### config.mk
export PLATFORM = sky130hd
export DESIGN_NAME = simd_mult_pipe
export DESIGN_NICKNAME = d
export VERILOG_FILES = /design/src/rtl/simd_mult_pipe.sv
export SDC_FILE = /design/constraint.sdc
export NUM_CORES = 1
export LEC_CHECK = 0
export ABC_AREA = 1
export CORE_MARGIN = 2
export CORE_UTILIZATION = 30
export CTS_CLUSTER_DIAMETER = 50
export DETAILED_ROUTE_END_ITERATION = 12
export HOLD_SLACK_MARGIN = 0.02
export PLACE_DENSITY_LB_ADDON = 0.08
export SLEW_MARGIN = 20
export SYNTH_ARGS = -nofsm -noshare
export SYNTH_HDL_FRONTEND = slang
export SYNTH_SLANG_ARGS = --single-unit
### constraint.sdc
create_clock -name clk -period 5.4 [get_ports clk]
set_input_delay 0.81 -clock clk [delete_from_list [all_inputs] [get_ports clk]]
set_output_delay 0.81 -clock clk [all_outputs]
set_load 0.02 [all_outputs]
### src/rtl/simd_mult_pipe.sv
// Three-stage multiplier built from four half-width sub-multipliers: FULL, SUM and SIMD modes.
// Define SIMD_MULT_ACC_EN to build the result accumulator. Without it, acc is ignored.
module simd_mult_pipe #(
    parameter int unsigned WIDTH = 16
) (
    input  logic               clk,
    input  logic               reset,
    input  logic               in_valid,
    output logic               in_ready,
    input  logic [2*WIDTH-1:0] a,
    input  logic [2*WIDTH-1:0] b,
    input  logic               a_sign,
    input  logic               b_sign,
    input  logic [1:0]         mode,
    input  logic               acc,
    output logic               out_valid,
    input  logic               out_ready,
    output logic [2*WIDTH-1:0] result_0,
    output logic [2*WIDTH-1:0] result_1
);

    localparam int unsigned L  = WIDTH / 2;
    localparam int unsigned DW = 2 * WIDTH;
    localparam int unsigned PW = 2 * L + 2;

    localparam logic [1:0] MODE_SUM  = 2'b01;
    localparam logic [1:0] MODE_SIMD = 2'b10;

    logic               en;
    logic               s1_valid_q;
    logic               s2_valid_q;
    logic               out_valid_q;
    logic [DW-1:0]      s1_a_q;
    logic [DW-1:0]      s1_b_q;
    logic               s1_sa_q;
    logic               s1_sb_q;
    logic [1:0]         s1_mode_q;
    logic [1:0]         s2_mode_q;
    logic [3:0][PW-1:0] s2_pp_q;
    logic [3:0][PW-1:0] pp_d;
    logic [DW-1:0]      res0_q;
    logic [DW-1:0]      res1_q;
    logic [DW-1:0]      res0_d;
    logic [DW-1:0]      res1_d;

    // Every stage moves together; a stalled output freezes the whole pipe.
    assign en        = ~out_valid_q | out_ready;
    assign in_ready  = en;
    assign out_valid = out_valid_q;
    assign result_0  = res0_q;
    assign result_1  = res1_q;

    // Valid chain: bubbles propagate as zeros and are never squeezed out.
    always_ff @(posedge clk or negedge reset) begin
        if (!reset) begin
            s1_valid_q  <= 1'b0;
            s2_valid_q  <= 1'b0;
            out_valid_q <= 1'b0;
        end else if (en) begin
            s1_valid_q  <= in_valid;
            s2_valid_q  <= s1_valid_q;
            out_valid_q <= s2_valid_q;
        end
    end

    always_ff @(posedge clk or negedge reset) begin
        if (!reset) begin
            s1_a_q    <= '0;
            s1_b_q    <= '0;
            s1_sa_q   <= 1'b0;
            s1_sb_q   <= 1'b0;
            s1_mode_q <= 2'b00;
        end else if (en) begin
            s1_a_q    <= a;
            s1_b_q    <= b;
            s1_sa_q   <= a_sign;
            s1_sb_q   <= b_sign;
            s1_mode_q <= mode;
        end
    end

    logic               s1_full;
    logic [3:0][L-1:0]  op_a;
    logic [3:0][L-1:0]  op_b;
    logic [3:0]         sg_a;
    logic [3:0]         sg_b;
    logic [3:0][PW-1:0] ext_a;
    logic [3:0][PW-1:0] ext_b;

    // Sub-multiplier i takes lane i of a and b, except in FULL where the four units form the
    // cross products of the low operand halves with only the upper lanes sign-controlled.
    always_comb begin
        s1_full = (s1_mode_q != MODE_SUM) && (s1_mode_q != MODE_SIMD);
        for (int i = 0; i < 4; i++) begin
            op_a[i] = s1_a_q[i*L +: L];
            op_b[i] = s1_b_q[i*L +: L];
            sg_a[i] = s1_sa_q;
            sg_b[i] = s1_sb_q;
        end
        if (s1_full) begin
            op_a[0] = s1_a_q[0 +: L];
            op_b[0] = s1_b_q[0 +: L];
            sg_a[0] = 1'b0;
            sg_b[0] = 1'b0;
            op_a[1] = s1_a_q[L +: L];
            op_b[1] = s1_b_q[0 +: L];
            sg_a[1] = s1_sa_q;
            sg_b[1] = 1'b0;
            op_a[2] = s1_a_q[0 +: L];
            op_b[2] = s1_b_q[L +: L];
            sg_a[2] = 1'b0;
            sg_b[2] = s1_sb_q;
            op_a[3] = s1_a_q[L +: L];
            op_b[3] = s1_b_q[L +: L];
            sg_a[3] = s1_sa_q;
            sg_b[3] = s1_sb_q;
        end
        for (int i = 0; i < 4; i++) begin
            ext_a[i] = {{(L + 2){sg_a[i] & op_a[i][L-1]}}, op_a[i]};
            ext_b[i] = {{(L + 2){sg_b[i] & op_b[i][L-1]}}, op_b[i]};
            pp_d[i]  = $signed(ext_a[i]) * $signed(ext_b[i]);
        end
    end

    always_ff @(posedge clk or negedge reset) begin
        if (!reset) begin
            s2_pp_q   <= '0;
            s2_mode_q <= 2'b00;
        end else if (en) begin
            s2_pp_q   <= pp_d;
            s2_mode_q <= s1_mode_q;
        end
    end

    logic               s2_full;
    logic               s2_simd;
    logic [3:0][DW-1:0] ppx;
    logic [DW-1:0]      prod0;
    logic [DW-1:0]      prod1;

    // Partial products are exact signed values, so modulo-DW sums give the true product/sum.
    always_comb begin
        s2_simd = (s2_mode_q == MODE_SIMD);
        s2_full = (s2_mode_q != MODE_SUM) && !s2_simd;
        for (int i = 0; i < 4; i++) begin
            ppx[i] = {{(DW - PW){s2_pp_q[i][PW-1]}}, s2_pp_q[i]};
        end
        if (s2_simd) begin
            prod0 = {s2_pp_q[1][WIDTH-1:0], s2_pp_q[0][WIDTH-1:0]};
            prod1 = {s2_pp_q[3][WIDTH-1:0], s2_pp_q[2][WIDTH-1:0]};
        end else if (s2_full) begin
            prod0 = (ppx[3] << (2 * L)) + (ppx[2] << L) + (ppx[1] << L) + ppx[0];
            prod1 = '0;
        end else begin
            prod0 = ppx[0] + ppx[1];
            prod1 = ppx[2] + ppx[3];
        end
    end

`ifdef SIMD_MULT_ACC_EN
    logic s1_acc_q;
    logic s2_acc_q;

    always_ff @(posedge clk or negedge reset) begin
        if (!reset) begin
            s1_acc_q <= 1'b0;
            s2_acc_q <= 1'b0;
        end else if (en) begin
            s1_acc_q <= acc;
            s2_acc_q <= s1_acc_q;
        end
    end

    // The held output doubles as the accumulator base; SIMD lanes wrap without carry.
    always_comb begin
        res0_d = prod0;
        res1_d = prod1;
        if (s2_acc_q) begin
            if (s2_simd) begin
                res0_d = {res0_q[DW-1:WIDTH] + prod0[DW-1:WIDTH],
                          res0_q[WIDTH-1:0] + prod0[WIDTH-1:0]};
                res1_d = {res1_q[DW-1:WIDTH] + prod1[DW-1:WIDTH],
                          res1_q[WIDTH-1:0] + prod1[WIDTH-1:0]};
            end else begin
                res0_d = res0_q + prod0;
                res1_d = res1_q + prod1;
            end
        end
    end
`else
    logic unused_acc;

    assign unused_acc = acc;
    assign res0_d     = prod0;
    assign res1_d     = prod1;
`endif

    // Only a real token rewrites the result; bubbles leave the last result in place.
    always_ff @(posedge clk or negedge reset) begin
        if (!reset) begin
            res0_q <= '0;
            res1_q <= '0;
        end else if (en && s2_valid_q) begin
            res0_q <= res0_d;
            res1_q <= res1_d;
        end
    end

endmodule

# ---- Word-level counts from Yosys, hierarchy flattened
# Cells that the tools add are included.
dict set report totals {
  regBits 209
  word_cells 50
}
dict set report classes {
  add_sub_neg 5
  mul 4
  eq_ne 4
  mux 8
  bitwise 10
  reduce_logical 4
}
# cell count
set op_table {}
lappend op_table {{$mux 32} 6}
lappend op_table {{$add 32x32->32} 3}
lappend op_table {{$mul 9x9->18} 4}
lappend op_table {{$add 18x18->19} 2}
lappend op_table {{$and 1x1->1} 8}
lappend op_table {{$ne 2x1->1 const B} 2}
lappend op_table {{$logic_and 1x1->1} 3}
lappend op_table {{$mux 3} 1}
lappend op_table {{$eq 2x2->1 const B} 1}
lappend op_table {{$mux 2} 1}
lappend op_table {{$ne 2x2->1 const B} 1}
lappend op_table {{$logic_not 1->1} 1}
lappend op_table {{$not 1->1} 1}
lappend op_table {{$or 1x1->1} 1}

# ---- Longest topological paths before layout
dict set report logic_depth {
  ltp_word 5
  depth_mapped 31
  depth_no_buf 29
}

# ---- Least setup slack after synthesis
# Ideal clock, no wire load.
dict set report synth_path {
  path_kind {reg2reg}
  from {register s1_mode_q[0]}
  to {register s2_pp_q, in the netlist ppx[77]}
  arrival_ps 5193
  setup_slack_ps 89
  stages_incl_launch_ff 27
  n_path_buf 0
  period_less_slack_ps 5311
  path_cell_list {dfrtp_1 inv_1 nand2_1 nand2_2 inv_2 nor2_2 inv_2 nor2_2 inv_1 nor2_1 inv_1 fa_1 inv_1 fa_1 fa_1 fa_1 inv_1 fa_1 inv_1 ha_1 a21oi_1 o21ai_0 a21oi_1 o21ai_0 or2_2 nand3_1 nand2_1}
}
dict set report synth_between {
  elab_chain_len 5
  word_cells_on_any_way 9
  cone_classes {1 x mul; 2 x eq/ne; 3 x mux; 2 x bitwise; 1 x reduce/logical}
}
# element line
set synth_rtl {}
lappend synth_rtl {{start, declared} 37} ;# logic [1:0] s1_mode_q;
lappend synth_rtl {{start signal, assigned} 78} ;# s1_mode_q <= mode;
lappend synth_rtl {{$ne 2x1->1 or $ne 2x2->1 (tied branches)} 93} ;# s1_full = (s1_mode_q != MODE_SUM) && (s1_mode_q != MODE_SIMD);
lappend synth_rtl {{$logic_and 1x1->1 (*)} 93}
lappend synth_rtl {{$mux 3 or $mux 32 (tied branches)} 100} ;# if (s1_full) begin
lappend synth_rtl {{$and 1x1->1, on equally long branches} {119, 120}}
lappend synth_rtl {{$mul 9x9->18 (*)} 121} ;# pp_d[i] = $signed(ext_a[i]) * $signed(ext_b[i]);
lappend synth_rtl {{end signal, assigned} 130} ;# s2_pp_q <= pp_d;
lappend synth_rtl {{end, declared} 39} ;# logic [3:0][PW-1:0] s2_pp_q;
# Mark *: on every way between the ends. The rest lies on a longest branch, timed or not.
# A chain may end at the register's enable or synchronous reset.

# ---- Worst setup path in the final report
dict set report layout_path {
  from {register s1_mode_q[0]}
  to {register s2_pp_q, in the netlist ppx[112]}
}
dict set report layout_between {
  elab_chain_len 5
  word_cells_on_any_way 8
  cone_classes {1 x mul; 2 x eq/ne; 2 x mux; 2 x bitwise; 1 x reduce/logical}
}
# element line
set layout_rtl {}
lappend layout_rtl {{$ne 2x1->1 or $ne 2x2->1 (tied branches)} 93}
lappend layout_rtl {{$logic_and 1x1->1 (*)} 93}
lappend layout_rtl {{$mux 32} 100}
lappend layout_rtl {{$and 1x1->1, on equally long branches} {119, 120}}
lappend layout_rtl {{$mul 9x9->18 (*)} 121}
# Marked as above.

==> run metrics <==
outcome finished clean; Post-synth EDFFs 0; largest area contributor in the netlist fa_1; Seq cells post-synth 209; Worst Path Arrival 5.82 ns; clock period minus worst slack 5.36 ns; synth top area cells fa_1 (25%), dfrtp_1 (20%), nand2_1 (13%); unrepaired setup endpoints after global routing true; Starting Density between 30% and 40%; post-synthesis cell area around 26,000 µm²; clock root cell clkbuf_16; FF-to-FF path depth 25; Post-DRT Antenna Nets 0; vias in the first global route 22,600; Placed Area 30,000 µm²; Max clock buf depth 3; sequential element share of the synthesized area 20.5%; RD Place Congestion 0.911; crit path capture type flop; Port Buffer Count ~140; max_cap viols 0; required time of the critical path 5.86 ns; clock latency at the later pin of the worst-skew pair 0.57 ns; Setup CP Type reg2reg; Worst Tran Pin Value 0.930 ns; CTS Buf Count 39; register area 5230 µm²; final hold vios 0; Die Y slightly below 300 µm; Finished Cell Area between 30,000 and 40,000 µm²; Tcrit/Tclk final 99.2%; TritonCTS clock tree built; Overflow after GRT 0; first drt pass iteration count 5; routed length per placed instance 17.4 µm; top_reg_cell synth dfrtp_1; Hold Crit Class in2async; combined area of the multi-input logic cells 18,800 µm²; Tot GR Track Use 19.6%; DIE AREA 87,500 µm²; yosys warns 0; DRT Wirelength roughly 85,000 µm; Fmax achieved roughly 190 MHz; Fin Setup TNS 0 ns; CORE AREA 84,700 µm²; reg2reg end ppx[112]$_DFFE_PN0N_; vias per cell 4.50; most frequent cells in the layout nand2_1 (829), inv_1 (604), fa_1 (304); Cell Rows 107; drt drc 0; Max-slew headroom a little under two fifths; CP Max Fanout 7; R2R setup slack roughly 0.045 ns; Mapped Cells 3,347; Critical R2R Launch s1_mode_q[0]$_DFFE_PN0N_; Sink Count between 200 and 250; ys async rst share 100%; clk_skew 0.0289 ns; DR iter-0 viols ~1,200; die width around 300 µm; H-tree lvl count 2; layout cells sized above 1 between 15 and 20%; post-detail-place hpwl ~69,000 µm; syn nets between 3,000 and 4,000; endpoints failing setup 0; post-synth top area share around 25%; Nets 4,328; pin count of the biggest net entering global routing 121; distinct cell type count after synthesis 46; fill count approximately 9,000; CP Launch Type flop; area grow syn2layout 28.9%; syn_area_per_cell 7.63 µm²; hold slack final 0.313 ns; Max Slew Vio Count 0; Worst Setup SP s1_mode_q[0]$_DFFE_PN0N_; io pins around 140; first-pass GRT wire length 132,000 µm; clk slew on worst S/H paths approximately 0.05 ns; Via Count roughly 22,000; initial antenna violation count 1; most common cell after layout, fill and taps aside nand2_1
[cell type report]
type	count	share of cell area [%]
multi-input combinational	2402	57.2
sequential	209	15.9
timing repair buffer	422	11.1
inverter	647	7.44
tap	1144	4.35
clock buffer	50	3.31
clock inverter	21	0.699
antenna	1	0.00760
[worst max-delay path by stage]
stage / endpoint / slack, ns
final: ppx[112]$_DFFE_PN0N_ / 0.04
after global routing: ppx[113]$_DFFE_PN0N_ / -0.18
after CTS: ppx[113]$_DFFE_PN0N_ / -0.05
after detailed placement: ppx[77]$_DFFE_PN0N_ / -0.28
after global placement: ppx[77]$_DFFE_PN0N_ / -0.26
after floorplan: ppx[77]$_DFFE_PN0N_ / 0.09
[cells by family (layout without fill, tap and decap cells)]
kind of cell	count (synthesis)	count (layout)	synth area share, %
flip-flops	209	209	20.5
AO/OA/AOI/OAI	437	437	9.64
other	0	1	0
buffers and inverters	736	1140	11.1
AND/OR/NAND/NOR	1390	1390	22.0
XOR/XNOR	41	41	1.41
adder cells (fa/ha/maj)	534	534	35.4
[synth_stat cells (2+ instances only)]
cell,n
nand2_1,866
inv_1,640
fa_1,316
nor2_1,303
ha_1,218
dfrtp_1,209
a21oi_1,185
o21ai_0,155
nand3_1,148
clkbuf_1,70
xnor2_1,23
o21ai_2,22
or2_2,21
xor2_1,18
nand4_1,15
a21oi_2,13
a21o_1,12
o21ai_1,11
nand3b_1,10
a31oi_1,9
buf_6,7
inv_2,7
nor3_1,7
o21bai_1,7
buf_1,5
buf_2,5
nand3_2,5
nor2_2,5
o21a_1,5
nand2_2,4
o31ai_1,4
o2111ai_1,3
or2_1,3
a21boi_0,2
a22oi_1,2
buf_4,2
[stage by stage]
step,setup slack (ns),util [%],std cells
finish,0.0449,38.9,4896
global route,-0.176,38.9,4896
CTS,-0.0473,37.2,4877
detailed placement,-0.277,35.4,4806
global placement,-0.264,35.4,4806
floorplan,0.0888,-,3347
[repair_timing]
action | 4_1_cts | 5_1_grt
resized for setup | 56 | 281
hold buffers | 0 | 0
buffers inserted | 0 | 16
endpoints found under the setup margin | 32 | 36
cloned | 0 | 3
pin swaps | 8 | 110
[flip-flops by register name, indices dropped and copies added, names as in the netlist, 2 cells and up]
name	cells
s1_b_q	32
ppx	72
result_0	32
s1_mode_q	2
s1_a_q	32
result_1	32
s2_mode_q	2
[layer usage]
metal | share of wire, % | vias up | GRT usage (%)
met3 | 4.3 | 93 | 2.37
met2 | 43 | 455 | 30.2
met1 | 50 | 10400 | 29.0
met4 | 2.4 | 0 | 4.99
met5 | 0 | - | 0
li1 | - | 11100 | -
[worst max-delay path, cell delays in order (launching register included)]
cell and delay (ns):
dfrtp_1 0.39, inv_2 0.07, nand2_2 0.06, nand2_4 0.14, inv_8 0.07, clkbuf_16 0.17, o21ai_4 0.24, buf_6 0.14
inv_1 0.05, nor2_2 0.14, nand2_2 0.08, fa_2 0.61, inv_2 0.07, buf_4 0.14, fa_1 0.51, inv_2 0.07
fa_2 0.55, inv_1 0.05, fa_1 0.55, ha_4 0.21, ha_4 0.29, nand2_2 0.07, nor2_4 0.13, nand3_2 0.09
a31o_2 0.21, a31oi_1 0.13
Power is left out: the tool's default activity adds up to more than one toggle a clock period on the data nets, which glitch-free logic cannot reach.
